==> src/rtl/datapath_register_bank.sv <==
// AR/PC/DR/AC/IR/TR register bank with shared common bus and memory interface.
// Registers update one edge after their strobe; bus and memory outputs are combinational; no backpressure.
module datapath_register_bank #(
  parameter int DATA_W = 8,
  parameter int ADDR_W = 8
) (
  input  logic              clock,
  input  logic              reset,
  input  logic              load_AR,
  input  logic              load_PC,
  input  logic              load_DR,
  input  logic              load_AC,
  input  logic              load_IR,
  input  logic              load_TR,
  input  logic              clear_AR,
  input  logic              clear_PC,
  input  logic              clear_DR,
  input  logic              clear_AC,
  input  logic              clear_TR,
  input  logic              inc_AR,
  input  logic              inc_PC,
  input  logic              inc_DR,
  input  logic              inc_AC,
  input  logic              inc_TR,
  input  logic              memory_read,
  input  logic              memory_write,
  input  logic [2:0]        bus_selectors,
  input  logic [DATA_W-1:0] alu_result,
  input  logic [DATA_W-1:0] mem_rdata,
  output logic [ADDR_W-1:0] mem_addr,
  output logic [DATA_W-1:0] mem_wdata,
  output logic              mem_we,
  output logic [DATA_W-1:0] IR,
  output logic [DATA_W-1:0] ac_out,
  output logic [DATA_W-1:0] dr_out,
  output logic [DATA_W-1:0] pc_out,
  output logic [DATA_W-1:0] bus_out,
  output logic              zero_flag,
  output logic              bus_error
);

  localparam logic [2:0] SEL_ZERO = 3'b000;
  localparam logic [2:0] SEL_AR   = 3'b001;
  localparam logic [2:0] SEL_PC   = 3'b010;
  localparam logic [2:0] SEL_DR   = 3'b011;
  localparam logic [2:0] SEL_AC   = 3'b100;
  localparam logic [2:0] SEL_OPND = 3'b101;
  localparam logic [2:0] SEL_TR   = 3'b110;
  localparam logic [2:0] SEL_MEM  = 3'b111;

  localparam logic [DATA_W-1:0] ONE = {{(DATA_W-1){1'b0}}, 1'b1};

  logic [DATA_W-1:0] ar;
  logic [DATA_W-1:0] pc;
  logic [DATA_W-1:0] dr;
  logic [DATA_W-1:0] ac;
  logic [DATA_W-1:0] tr;

  logic [DATA_W-1:0] bus;
  logic [DATA_W-1:0] ar_next;
  logic [DATA_W-1:0] pc_next;
  logic [DATA_W-1:0] dr_next;
  logic [DATA_W-1:0] ac_next;
  logic [DATA_W-1:0] tr_next;
  logic              ac_change;
  logic              illegal_write;

  // Priority clear > load > inc; increment wraps modulo 2^DATA_W.
  function automatic logic [DATA_W-1:0] next_val(
    input logic              clr,
    input logic              ld,
    input logic              inc,
    input logic [DATA_W-1:0] cur,
    input logic [DATA_W-1:0] src
  );
    logic [DATA_W-1:0] r;
    if (clr)      r = '0;
    else if (ld)  r = src;
    else if (inc) r = cur + ONE;
    else          r = cur;
    return r;
  endfunction

  always_comb begin
    bus = '0;
    case (bus_selectors)
      SEL_ZERO: bus = '0;
      SEL_AR:   bus = ar;
      SEL_PC:   bus = pc;
      SEL_DR:   bus = dr;
      SEL_AC:   bus = ac;
      SEL_OPND: bus = {{(DATA_W-4){1'b0}}, IR[3:0]};
      SEL_TR:   bus = tr;
      SEL_MEM:  bus = memory_read ? mem_rdata : '0;
      default:  bus = '0;
    endcase
  end

  always_comb begin
    ar_next   = next_val(clear_AR, load_AR, inc_AR, ar, bus);
    pc_next   = next_val(clear_PC, load_PC, inc_PC, pc, bus);
    dr_next   = next_val(clear_DR, load_DR, inc_DR, dr, bus);
    ac_next   = next_val(clear_AC, load_AC, inc_AC, ac, alu_result);
    tr_next   = next_val(clear_TR, load_TR, inc_TR, tr, bus);
    ac_change = clear_AC | load_AC | inc_AC;
  end

  // A memory-to-memory write has no defined source, so it is dropped and flagged.
  assign illegal_write = memory_write && (bus_selectors == SEL_MEM);
  assign mem_we        = memory_write && (bus_selectors != SEL_MEM);
  assign mem_addr      = ar[ADDR_W-1:0];
  assign mem_wdata     = bus;
  assign bus_out       = bus;
  assign ac_out        = ac;
  assign dr_out        = dr;
  assign pc_out        = pc;

  always_ff @(posedge clock or posedge reset) begin
    if (reset) begin
      ar        <= '0;
      pc        <= '0;
      dr        <= '0;
      ac        <= '0;
      IR        <= '0;
      tr        <= '0;
      zero_flag <= 1'b1;
      bus_error <= 1'b0;
    end else begin
      ar <= ar_next;
      pc <= pc_next;
      dr <= dr_next;
      ac <= ac_next;
      tr <= tr_next;
      if (load_IR) IR <= bus;
      if (ac_change) zero_flag <= (ac_next == '0);
      if (illegal_write) bus_error <= 1'b1;
    end
  end

endmodule

==> config.mk <==
export PLATFORM = sky130hd
export DESIGN_NAME = datapath_register_bank
export DESIGN_NICKNAME = d
export VERILOG_FILES = /design/src/rtl/datapath_register_bank.sv
export SDC_FILE = /design/constraint.sdc
export NUM_CORES = 1
export LEC_CHECK = 0
export CAP_MARGIN = 40
export CORE_MARGIN = 2
export CORE_UTILIZATION = 51
export CTS_CLUSTER_SIZE = 24
export DETAILED_ROUTE_END_ITERATION = 16
export GPL_TIMING_DRIVEN = 0
export PLACE_DENSITY = 0.86
export SLEW_MARGIN = 5
export SYNTH_ARGS = -nofsm -noshare
export SYNTH_HDL_FRONTEND = slang
export SYNTH_SLANG_ARGS = --single-unit
==> constraint.sdc <==
create_clock -name clock -period 3.3 [get_ports clock]
set_clock_uncertainty 0.05 [all_clocks]
set_input_delay 0.66 -clock clock [delete_from_list [all_inputs] [get_ports clock]]
set_output_delay 0.66 -clock clock [all_outputs]
set_load 0.05 [all_outputs]
==> run_results.csv, run 1 <==
group,metric,value,unit
critical_path,cp_max_fo,3,
yosys,synth.avg_cell_area,9.12,um^2
finish,fin_cells,528,
sta,tightest_slew,0.533,ns
yosys,synth_flop_cell,"dfrtp_1",
critical_path,path_cells,"clkdlybuf4s50_1, nor2b_1, and2_1, o2bb2ai_1, a211oi_4, inv_1, buf_4, clkdlybuf4s15_2",
finish,fillers,443,
global_routing,grt_overflow_total,0,
yosys,syn_area,3220,um^2
finish,multi_input_area,1790,um^2
floorplanning,pin_count,98,
sta,finalCritPeriodShare,98.7,%
finish,regArea,1250,um^2
floorplanning,start_util,53.4,%
power,peakVddDrop,0.268,mV
route,drt-total-wl,10100,um
critical_path,worstPathArrival,2.55,ns
yosys,synth_warnings,0,
power,power,1.85,mW
clocking,cts_max_path_buffers,2,
floorplanning,die_w,83.5,um
place,globalplace.congestion,0.908,
finish,fin_nets,496,
yosys,async_flop_share,100,%
sta,fmax,0.307,GHz
sta,finalSetupViolations,0,
route,drc_errors,0,
clocking,cts.clk_slew.worst_paths,0.09,ns
floorplanning,core-area,6030,um^2
yosys,synth_edf_count,0,
yosys,synth_seq_cells,50,
finish,layout-drive-gt1-share,14.8,%
power,p_per_area,422,nW/um^2
clocking,clock_latency,0.31,ns
global_routing,grt_pass1_vias,3117,
place,numPlacedInstances,512,
floorplanning,dieArea,6960,um^2
floorplanning,die_h,83.5,um
finish,final_common_cell,"clkdlybuf4s50_1",
critical_path,critPathMaxStageDelay,0.54,ns
critical_path,worstPathRequired,2.59,ns
clocking,cts_hold_buf,0,
critical_path,start_kind,"input pin",
power,p_leak,1.86,nW
critical_path,path_class,"input pin to output port",
job,cap_violations,0,
clocking,cts_tree,"yes",
global_routing,grt_max_degree,34,
place,placed_area,4160,um^2
clocking,numCtsBuffers,5,
route,via_count,3219,
clocking,cts_sinks,50,
critical_path,regToRegSetupSlack,1.37,ns
finish,area_growth,35.8,%
yosys,synth_nets,397,
sta,final_max_slew_viol_count,0,
place,io_buffers,83,
route,drtIter0Drc,281,
outcome,status,"completed",
route,detail_route.wl_per_cell,19.2,um
critical_path,critPathTopFamily,"buffers and inverters",
critical_path,setup.worst_path.end_class,"output port",
yosys,synthDistinctLibCells,47,
finish,diodes,0,
global_routing,grt_use_total,29.5,%
clocking,cts-root-buf,"clkbuf_8",
sta,rsz0062_at_grt,"true",
sta,min_period,3.26,ns
route,viasPerCell,6.10,
place,hpwl,6850,um
yosys,yosysSeqAreaShare,38.9,%
critical_path,worst-path-buf-inv,4,
clocking,htree_levels,2,
yosys,synthCells,353,
global_routing,grt_pass1_wl,16300,um
sta,finalHoldViolCount,0,
sta,holdWs,0.449,ns
floorplanning,rows,28,
finish,final_cell_mix,"clkdlybuf4s50_1, nor2_1, dfrtp_1",
sta,slew_headroom,64.4,%
route,firstDrtPassIters,5,
global_routing,antenna_found_initial,0,
route,postRouteAntennaNets,0,
worst_hold_path,hold_class,"flop to flop",
critical_path,crit_slowest_cell,"clkdlybuf4s50_1",
finish,post-route-cell-area,4370,um^2
worst reg2reg max path: cells and delay by family, from the launching register on:
family,cells,cell delay (ns)
flops,1,0.47
simple gates,2,0.35
fa+ha+maj,1,0.29
compound gates,3,0.69
what timing repair did:
action | 4_1_cts | 5_1_grt
resized for setup | 38 | 22
buffers inserted | 8 | 0
cloned | 0 | 0
pin swaps | 5 | 0
endpoints found under the hold margin | 0 | 0
setup endpoints to repair | 16 | 16
final timing paths:
path | start | endpoint | depth (start not counted)
setup / recovery | bus_selectors[0] | mem_wdata[3] | 8
hold / removal | bus_error | bus_error | 1
setup reg to reg | ac_out[0] | zero_flag | 6
hold reg to reg | bus_error | bus_error | 1
max in group asynchronous | reset | tr[4] | 3
min in group asynchronous | reset | ac_out[2] | 2
layout make-up:
type                            instances  area share [%]
Clock buffer                            6            1.66
Tap cell                               75            2.15
Inverter                               14            1.20
Timing Repair Buffer                   92            19.8
Sequential cell                        50            28.6
Buffer                                 35            4.69
Multi-Input combinational cell        254            41.0
Clock inverter                          2           0.858
logic make-up after synthesis:
| logic type | share of synthesized area, % |
|---|---|
| AO/OA/AOI/OAI | 21.5 |
| adder cells (fa/ha/maj) | 1.94 |
| buffers and inverters | 7.73 |
| multiplexers | 3.85 |
| flip-flops | 38.9 |
| XOR/XNOR | 8.43 |
| AND/OR/NAND/NOR | 17.6 |
sequential cells by signal (all words and copies together) (netlist names):
signal,flops
IR,8
ac_out,8
bus_error,1
dr_out,8
mem_addr,8
pc_out,8
tr,8
zero_flag,1
synthesized netlist by cell type, types with 8 or more instances:
cell | n | area (um^2)
inv_1 | 13 | 48.8
dfrtp_1 | 49 | 1230
a21oi_1 | 17 | 85.1
nor2b_1 | 8 | 50.1
nand2_1 | 16 | 60.1
buf_1 | 9 | 33.8
nor2_1 | 50 | 188
nand4_1 | 12 | 75.1
xor2_1 | 16 | 140
a211oi_1 | 44 | 330
buf_4 | 11 | 82.6
mux2i_1 | 9 | 90.1
xnor2_1 | 15 | 131
report_power, final:
part,internal (mW),switching [mW]
Combinational,0.240,0.433
Sequential,0.661,0.0713
Clock,0.226,0.213
per-stage QoR:
stage / worst slack (ns) / TNS, ns / utilization [%]
2_1_floorplan: 0.353 / 0 / -
3_3_place_gp: -0.733 / -9.11 / 68.8
3_5_place_dp: -0.739 / -9.63 / 69.1
4_1_cts: 0.00716 / 0 / 73.1
5_1_grt: -0.0211 / -0.0211 / 72.6
6_report: 0.0422 / 0 / 72.6
layer usage:
metal / global-route usage, % / vias up / part of all wire (%)
met1: 37.2 / 1531 / 40
li1: - / 1464 / -
met5: 0 / - / 0
met2: 46.6 / 180 / 46
met3: 9.20 / 44 / 10
met4: 13.0 / 0 / 4.3
Note: power is estimated with default switching activity, not from simulation.
==> run 2, diff against run 1 <==
--- a/config.mk
+++ b/config.mk
@@ -6,7 +6,7 @@
 export NUM_CORES = 1
 export LEC_CHECK = 0
 export CAP_MARGIN = 40
-export CORE_MARGIN = 2
+export CORE_ASPECT_RATIO = 1.2
 export CORE_UTILIZATION = 51
 export CTS_CLUSTER_SIZE = 24
 export DETAILED_ROUTE_END_ITERATION = 16
==> constraint.sdc (replaced) <==
create_clock -name clock -period 3.3 [get_ports clock]
set_clock_uncertainty 0.05 [all_clocks]
set_input_delay 0.66 -clock clock [delete_from_list [all_inputs] [get_ports clock]]
set_output_delay 0.66 -clock clock [all_outputs]
set_load 0.01 [all_outputs]
==> run_results.csv, run 2 (synthesized netlist as in run 1, its figures left out) <==
group,metric,value,unit
floorplanning,start_util,53.2,%
route,viasPerCell,6.17,
critical_path,critPathMaxStageDelay,0.47,ns
clocking,htree_levels,2,
route,drtIter0Drc,310,
route,detail_route.wl_per_cell,19.7,um
sta,tightest_slew,0.582,ns
place,hpwl,6950,um
clocking,numCtsBuffers,5,
finish,fin_nets,499,
place,numPlacedInstances,519,
sta,rsz0062_at_grt,"false",
clocking,clock_latency,0.31,ns
sta,holdWs,0.466,ns
critical_path,setup.worst_path.end_class,"output port",
critical_path,worst-path-buf-inv,5,
critical_path,worstPathArrival,2.54,ns
finish,fin_cells,538,
finish,post-route-util,74.0,%
route,via_count,3317,
critical_path,path_class,"input pin to output port",
floorplanning,die_h,89.0,um
sta,finalWorstSetupSlack,0.0483,ns
route,firstDrtPassIters,5,
global_routing,antenna_found_initial,0,
power,p_per_area,365,nW/um^2
clocking,cts_hold_buf,0,
finish,area_growth,39.1,%
floorplanning,die_w,74.5,um
global_routing,use_met3,7.89,%
critical_path,path_cells,"clkdlybuf4s50_1, and4_1, buf_6, a221oi_4, inv_1, buf_4, clkdlybuf4s50_1",
place,io_buffers,83,
sta,fmax,0.308,GHz
global_routing,grt_busiest_layer,"met2",
global_routing,grt_pass1_wl,16600,um
critical_path,crit_slowest_cell,"clkdlybuf4s50_1",
sta,min_period,3.25,ns
critical_path,crit_top_cell,"clkdlybuf4s50_1",
finish,diodes,0,
power,p_leak,1.86,nW
clocking,cts_max_path_buffers,2,
sta,finalCritPeriodShare,98.5,%
clocking,cts_tree,"yes",
place,place_ws,-0.580,ns
sta,finalSetupViolations,0,
sta,slew_headroom,61.2,%
global_routing,grt_pass1_vias,3208,
critical_path,critPathTopFamily,"buffers and inverters",
route,postRouteAntennaNets,0,
global_routing,grt.met2_usage,55.2,%
finish,final_cell_mix,"clkdlybuf4s50_1, nor2_1, dfrtp_1",
place,globalplace.congestion,0.924,
global_routing,grt_use_total,34.0,%
clocking,cts.clk_slew.worst_paths,0.10,ns
finish,layout-drive-gt1-share,13.6,%
clocking,cts_sinks,50,
floorplanning,core-area,6050,um^2
sta,final_max_slew_viol_count,0,
global_routing,grt_overflow_total,0,
global_routing,grt_max_degree,27,
clocking,cts-root-buf,"clkbuf_8",
route,drt-total-wl,10600,um
job,cap_violations,0,
critical_path,start_kind,"input pin",
finish,final_common_cell,"clkdlybuf4s50_1",
critical_path,cp_max_fo,8,
sta,finalHoldViolCount,0,
floorplanning,pin_count,98,
worst_hold_path,hold_class,"flop to flop",
global_routing,met1_usage,41.8,%
sta,finalSetupTns,0,ns
outcome,status,"completed",
route,drc_errors,0,
power,peakVddDrop,0.326,mV
floorplanning,rows,31,
critical_path,worstPathRequired,2.59,ns
floorplanning,dieArea,6640,um^2
run 2: area by class of cell:
cell class | count | area, um^2
multi-input combinational | 254 | 1820
fill | 422 | 1570
sequential | 50 | 1250
timing repair buffer | 95 | 933
buffer | 35 | 219
tap | 82 | 103
clock buffer | 5 | 68.8
inverter | 14 | 52.6
clock inverter | 3 | 28.8
run 2: per-stage QoR:
step                      power, mW  cell area (um^2)
after floorplan               0.960              3220
after global placement         1.18              4150
after detailed placement       1.19              4170
after CTS                      1.62              4430
after global routing           1.70              4480
final                          1.64              4480
run 2: per-layer routing:
metal	vias up	wire length (um)
met1	1580	3820
li1	1459	-
met3	49	1090
met4	0	529
met5	-	0
met2	229	5180
run 2: power by group:
part | internal, mW | switching [mW]
Clock | 0.159 | 0.232
Sequential | 0.661 | 0.0726
Combinational | 0.261 | 0.250
Total | 1.08 | 0.555
run 2: repair_timing:
action / in CTS / in global routing
setup endpoints to repair: 16 / 8
resized for setup: 17 / 6
pin swaps: 6 / 5
buffers inserted: 8 / 2
cloned: 0 / 1
run 2: worst register-to-register path, cell delays in order (launching register included):
cell and delay (ns):
dfrtp_1 0.49, ha_1 0.30, a211oi_1 0.23, a2111oi_1 0.10, a211oi_1 0.28, nand4bb_1 0.14
o31ai_1 0.21
run 2: path summary, 6_finish.rpt:
check,startpoint,endpoint,slack [ns],cells after the start
worst min register to register,bus_error,bus_error,0.47,1
worst max-delay path,memory_read,mem_wdata[1],0.05,7
max in group asynchronous,reset,pc_out[6],2.00,3
min in group asynchronous,reset,dr_out[6],0.66,2
worst max register to register,ac_out[0],zero_flag,1.40,6
worst min-delay path,bus_error,bus_error,0.47,1
